<file path="src/rtl/signed_divider_if.sv">
// Operand/result handshake bundle for the 16/8 signed divider.
// The master side supplies operands and takes results; the slave side is the divider.
interface signed_divider_if;
  logic        in_valid;
  logic        in_ready;
  logic [15:0] dividend;
  logic [7:0]  divisor;
  logic        out_valid;
  logic        out_ready;
  logic [15:0] quotient;
  logic [7:0]  remainder;
  logic        dbz;
  logic        ovf;

  modport master (
    output in_valid, dividend, divisor, out_ready,
    input  in_ready, out_valid, quotient, remainder, dbz, ovf
  );

  modport slave (
    input  in_valid, dividend, divisor, out_ready,
    output in_ready, out_valid, quotient, remainder, dbz, ovf
  );
endinterface

</file>
<file path="src/rtl/signed_divider.sv">
// Sequential 16-bit / 8-bit signed divider: restoring division on magnitudes,
// sign correction afterwards, results held until the next load.
//
// state | meaning
// IDLE  | waiting for operands, in_ready high
// CALC  | 16 shift-subtract steps on magnitudes
// FIX   | apply signs, register quotient/remainder/flags
// DONE  | result presented until out_ready
module signed_divider (
  input  logic             clk,
  input  logic             rst_n,
  signed_divider_if.slave  bus
);

  typedef enum logic [1:0] {IDLE, CALC, FIX, DONE} state_e;

  state_e      state_q, state_d;
  logic [3:0]  cnt_q, cnt_d;
  logic [15:0] acc_q, acc_d;
  logic [16:0] prem_q, prem_d;
  logic [7:0]  dvs_q, dvs_d;
  logic        neg_quo_q, neg_quo_d;
  logic        neg_rem_q, neg_rem_d;
  logic [15:0] quotient_q, quotient_d;
  logic [7:0]  remainder_q, remainder_d;
  logic        dbz_q, dbz_d;
  logic        ovf_q, ovf_d;

  logic [15:0] dvd_mag;
  logic [7:0]  dvs_mag;
  logic [16:0] prem_shift;
  logic [16:0] prem_diff;

  always_ff @(posedge clk or negedge rst_n) begin
    if (!rst_n) begin
      state_q     <= IDLE;
      cnt_q       <= '0;
      acc_q       <= '0;
      prem_q      <= '0;
      dvs_q       <= '0;
      neg_quo_q   <= 1'b0;
      neg_rem_q   <= 1'b0;
      quotient_q  <= '0;
      remainder_q <= '0;
      dbz_q       <= 1'b0;
      ovf_q       <= 1'b0;
    end else begin
      state_q     <= state_d;
      cnt_q       <= cnt_d;
      acc_q       <= acc_d;
      prem_q      <= prem_d;
      dvs_q       <= dvs_d;
      neg_quo_q   <= neg_quo_d;
      neg_rem_q   <= neg_rem_d;
      quotient_q  <= quotient_d;
      remainder_q <= remainder_d;
      dbz_q       <= dbz_d;
      ovf_q       <= ovf_d;
    end
  end

  always_comb begin
    // Unsigned magnitudes: -32768 -> 16'h8000 and -128 -> 8'h80 stay exact.
    dvd_mag    = bus.dividend[15] ? (16'd0 - bus.dividend) : bus.dividend;
    dvs_mag    = bus.divisor[7]   ? (8'd0 - bus.divisor)   : bus.divisor;
    prem_shift = (prem_q << 1) | {16'd0, acc_q[15]};
    prem_diff  = prem_shift - {9'd0, dvs_q};

    state_d     = state_q;
    cnt_d       = cnt_q;
    acc_d       = acc_q;
    prem_d      = prem_q;
    dvs_d       = dvs_q;
    neg_quo_d   = neg_quo_q;
    neg_rem_d   = neg_rem_q;
    quotient_d  = quotient_q;
    remainder_d = remainder_q;
    dbz_d       = dbz_q;
    ovf_d       = ovf_q;

    case (state_q)
      IDLE: begin
        if (bus.in_valid) begin
          cnt_d = '0;
          if (bus.divisor == 8'd0) begin
            quotient_d  = '0;
            remainder_d = '0;
            dbz_d       = 1'b1;
            ovf_d       = 1'b0;
            state_d     = DONE;
          end else begin
            acc_d     = dvd_mag;
            dvs_d     = dvs_mag;
            prem_d    = '0;
            neg_quo_d = bus.dividend[15] ^ bus.divisor[7];
            neg_rem_d = bus.dividend[15];
            state_d   = CALC;
          end
        end
      end
      CALC: begin
        // Quotient bits shift into acc as dividend bits shift out of it.
        if (!prem_diff[16]) begin
          prem_d = prem_diff;
          acc_d  = {acc_q[14:0], 1'b1};
        end else begin
          prem_d = prem_shift;
          acc_d  = {acc_q[14:0], 1'b0};
        end
        cnt_d = cnt_q + 4'd1;
        if (cnt_q == 4'd15) state_d = FIX;
      end
      FIX: begin
        quotient_d  = neg_quo_q ? (16'd0 - acc_q) : acc_q;
        remainder_d = neg_rem_q ? (8'd0 - prem_q[7:0]) : prem_q[7:0];
        dbz_d       = 1'b0;
        // Only -32768 / -1 yields a positive magnitude of 32768.
        ovf_d       = !neg_quo_q && acc_q[15];
        state_d     = DONE;
      end
      DONE: begin
        if (bus.out_ready) state_d = IDLE;
      end
      default: state_d = IDLE;
    endcase
  end

  assign bus.in_ready  = (state_q == IDLE);
  assign bus.out_valid = (state_q == DONE);
  assign bus.quotient  = quotient_q;
  assign bus.remainder = remainder_q;
  assign bus.dbz       = dbz_q;
  assign bus.ovf       = ovf_q;

endmodule

</file>
<file path="src/flat_wrapper.sv">
// flat-port wrapper written by rule: the top's interface ports become plain ports
module signed_divider_flat 
  (clk, rst_n, bus_in_valid, bus_dividend, bus_divisor, bus_out_ready, bus_in_ready, bus_out_valid, bus_quotient, bus_remainder, bus_dbz, bus_ovf);
  signed_divider_if bus_i ();
  input  logic clk;
  input  logic rst_n;
  input wire logic [$bits(bus_i.in_valid)-1:0] bus_in_valid;
  input wire logic [$bits(bus_i.dividend)-1:0] bus_dividend;
  input wire logic [$bits(bus_i.divisor)-1:0] bus_divisor;
  input wire logic [$bits(bus_i.out_ready)-1:0] bus_out_ready;
  output wire logic [$bits(bus_i.in_ready)-1:0] bus_in_ready;
  output wire logic [$bits(bus_i.out_valid)-1:0] bus_out_valid;
  output wire logic [$bits(bus_i.quotient)-1:0] bus_quotient;
  output wire logic [$bits(bus_i.remainder)-1:0] bus_remainder;
  output wire logic [$bits(bus_i.dbz)-1:0] bus_dbz;
  output wire logic [$bits(bus_i.ovf)-1:0] bus_ovf;
  assign bus_i.in_valid = bus_in_valid;
  assign bus_i.dividend = bus_dividend;
  assign bus_i.divisor = bus_divisor;
  assign bus_i.out_ready = bus_out_ready;
  assign bus_in_ready = bus_i.in_ready;
  assign bus_out_valid = bus_i.out_valid;
  assign bus_quotient = bus_i.quotient;
  assign bus_remainder = bus_i.remainder;
  assign bus_dbz = bus_i.dbz;
  assign bus_ovf = bus_i.ovf;
  signed_divider u_core (.clk(clk), .rst_n(rst_n), .bus(bus_i));
endmodule
</file>
<file path="config.mk">
export PLATFORM = sky130hd
export DESIGN_NAME = signed_divider_flat
export DESIGN_NICKNAME = d
export VERILOG_FILES = /design/src/rtl/signed_divider_if.sv /design/src/rtl/signed_divider.sv /design/src/flat_wrapper.sv
export SDC_FILE = /design/constraint.sdc
export NUM_CORES = 1
export LEC_CHECK = 0
export CORE_ASPECT_RATIO = 1.5
export CORE_MARGIN = 3
export CORE_UTILIZATION = 57
export CTS_BUF_LIST = sky130_fd_sc_hd__clkbuf_16
export CTS_CLUSTER_SIZE = 20
export DETAILED_ROUTE_END_ITERATION = 7
export PLACE_DENSITY_LB_ADDON = 0.25
export SLEW_MARGIN = 20
export SYNTH_ARGS = -nofsm -noshare
export SYNTH_HDL_FRONTEND = slang
export SYNTH_SLANG_ARGS = --single-unit
</file>
<file path="constraint.sdc">
create_clock -name clk -period 3.39 [get_ports clk]
set_clock_uncertainty 0.2 [all_clocks]
set_input_delay 0.678 -clock clk [delete_from_list [all_inputs] [get_ports clk]]
set_output_delay 0.678 -clock clk [all_outputs]
set_load 0.02 [all_outputs]
</file>
==> reports/qor.yml <==
route.detailed.wl_per_inst_um: 14.99
seqCellArea_um2: 1852
synth_cells: 555
rsz0062_at_grt: "false"
ctsRootBufferMaster: "clkbuf_16"
dr.pass1.iters: 4
cts_tree: "done"
post_route_design_area_um2: 5722
synth.avg_cell_area_um2: 8.515
fillerInstances: 644
finalPower_uw: 5644
synth_flop_cell: "dfrtp_1"
yosys.area.top_type: "dfrtp_1"
tritoncts.num_buffers: 9
drt-total-wl_um: 10690
design.core.area_um2: 8058
initial_antenna_violation_count: 0
leakage_uw: 0.002475
grt.total_usage_pct: 24.06
synth.cell_area_um2: 4726
hold_path_class: "in -> async"
gp_congestion: 0.9122
numPortBuffers: 55
cts_max_level: 3
finalSetupViolCount: 0
route.vias.total: 4140
finalCoreUtilization_pct: 71.01
timing.final.max_slew_violations: 0
worst_slew_pin_slew_ns: 0.7622
yosysTopAreaCellShare_pct: 39.18
netlist-cell-type-count: 57
clock_path_buffers: 2
cts.repair.resized: 0
worst_slew_margin_rel_pct: 49.19
pin_count_of_the_biggest_net_entering_global_routing: 45
fin_nets: 649
worst_ep_arrival_time_ns: 3.10
critical_path.max_stage_delay_ns: 0.61
outcome: "complete, no violations"
place_area_um2: 5434
worst-setup-path-type: "in -> reg"
gr-total-overflow: 0
met2RoutedLength_um: 5599
critical-path-top-delay-family: "buffers and inverters"
timing.critical_path.buf_inv: 4
fin_hold_ws_ns: 0.2118
signed_area_change_from_the_synthesized_netlist_to_the_final_layout_pct: 21.07
synth.net_count: 601
cts-hold-fix-buffers: 0
detail_route.drc_violations: 0
multiInputGateArea_um2: 2654
synth_seq_cells: 74
dp_hpwl_um: 8320
crit_chain: "clkdlybuf4s50_1 > inv_1 > ha_1 > nor3b_1 > a31oi_1 > a21oi_2 > buf_4 > buf_4 > nand2_1 > o21ai_0"
worst_ep_required_time_ns: 3.44
die-area_um2: 9442
die_height_um: 117.5
min_period_ns: 3.052
finalSetupTns_ns: 0
top_layer: "met4"
first_global_vias: 3972
ant_nets: 0
yosysSeqAreaShare_pct: 39.18
max-cap-violations: 0
achievable-frequency_mhz: 327.7
rows: 40
grt_pass1_wl_um: 18330
cts.clk_slew.worst_paths_ns: 0.06
insertedDiodeCount: 0
crit_path_start_kind: "primary input"
report.final.hold_viol_count: 0
drtIter0Drc: 302
met1_length_um: 4455
post_synth_edffs: 0
clock_sink_count: 74
wl_met3_um: 444
p_per_area_nw_per_um2: 986.5
cts_setup_buffers: 0
floorplan.initialDensity_pct: 58.65
critical_path_peak_fanout: 18
critPathMostFrequentCell: "buf_4"
critPathCaptureType: "flop"
post_route_cells_drive_above_1_share_pct: 7.401
yosys-top-cells-area: "dfrtp_1 39%, nand2_1 7.8%, o21ai_0 7.6%"
ys_async_sr_fraction_pct: 100.0
critical-path-slowest-cell: "a21oi_2"
insertion_delay_ns: 0.33
power.ir.vdd_worst_v: 0.0007301
post-route-period-util_pct: 90.01
yosys_warnings: 0
ios: 56
drt-vias-per-instance: 5.806
floorplan.die.width_um: 80.35
per-stage QoR:
stage	std cells	setup WS (ns)
5_1_grt	713	0.08153
3_5_place_dp	697	0.03483
6_report	713	0.3385
4_1_cts	713	0.3597
2_1_floorplan	555	0.7296
3_3_place_gp	697	0.1184
sequential cells by signal, summed over array words and instances (netlist names):
signal	flops
u_core.bus.quotient	16
u_core.neg_quo_q	1
u_core.neg_rem_q	1
u_core.state_q	2
u_core.acc_q	16
u_core.prem_q	16
u_core.bus.dbz	1
u_core.dvs_q	8
u_core.cnt_q	4
u_core.bus.ovf	1
u_core.bus.remainder	8
layout by cell type (no fill, tap or decap), types with 3 or more instances in the layout:
cell and instances:
o311ai_0 3, nand4_1 5, o22ai_1 4, o21ai_1 3, o21a_1 3, or3_1 8
nand2_1 98, o31ai_1 15, xnor2_1 22, nand4b_1 3, o41ai_1 3, nor2b_1 5
a211oi_1 3, nor2_1 20, a21oi_1 12, mux2i_1 10, o31a_1 3, nand3_1 18
and3_1 4, dfrtp_1 74, buf_12 3, o21ai_0 72, inv_1 25, nand2b_1 9
nor4_1 6, xor2_1 25, ha_1 17, o211ai_1 3, buf_4 14, nor3_1 8
a31oi_1 5, clkdlybuf4s50_1 54, a32oi_1 3, a221o_1 3, clkbuf_16 9
cells by family after synthesis:
logic type	share of synthesized area (%)
DFF	39.18
muxes	2.595
AOI/OAI and AO/OA	20.18
adders and majority gates	4.924
xor gates and xnor gates	8.711
and+or+nand+nor	19.54
buffers and inverters	4.872
cell type report:
type                            count  area share, %
Multi-Input combinational cell    423          46.38
Inverter                           23          1.509
Tap cell                          105          2.296
Timing Repair Buffer               72          12.42
Sequential cell                    74          32.36
Clock buffer                        9          3.936
Clock inverter                      7          1.093
path summary, 6_finish.rpt:
kind                                                     start                             endpoint  slack, ns  depth (start not counted)
setup / recovery                                bus_divisor[1]          u_core.acc_q[7]$_DFFE_PN0P_       0.34                         10
hold / removal                                           rst_n         u_core.prem_q[2]$_DFFE_PN0P_       0.21                          1
setup reg to reg                   u_core.dvs_q[0]$_DFFE_PN0P_        u_core.prem_q[13]$_DFFE_PN0P_       0.47                          9
hold reg to reg            u_core.bus.remainder[7]$_DFFE_PN0P_  u_core.bus.remainder[7]$_DFFE_PN0P_       0.27                          2
max in group asynchronous                                rst_n   u_core.bus.quotient[5]$_DFFE_PN0P_       2.11                          2
min in group clk           u_core.bus.remainder[7]$_DFFE_PN0P_  u_core.bus.remainder[7]$_DFFE_PN0P_       0.27                          2
where the power goes:
| group | switching (µW) | internal (µW) |
|---|---|---|
| logic | 1720 | 1350 |
| clock network | 353 | 561 |
| registers | 414 | 1250 |
| total | 2480 | 3160 |
routing by layer:
layer	vias up	GRT usage, %
met5	-	0
met4	0	8.351
met3	14	2.757
met2	106	41.65
met1	1944	30.52
li1	2076	-
cell usage after synthesis (4+ instances only):
library cell   n
nand4_1        5
dfrtp_1       74
and3_1         4
buf_2         10
nand2b_1       9
o21ai_0       72
nor3_1         8
a31oi_1        6
nand3_1       18
nand2_1       98
nor2b_1        5
o22ai_1        4
clkbuf_1      22
a21oi_1       13
o31ai_1       15
xor2_1        25
or3_1          8
nor2_1        20
nor4_1         6
inv_1         23
mux2i_1       10
ha_1          17
xnor2_1       22
Note: power is estimated with default switching activity, not from simulation.
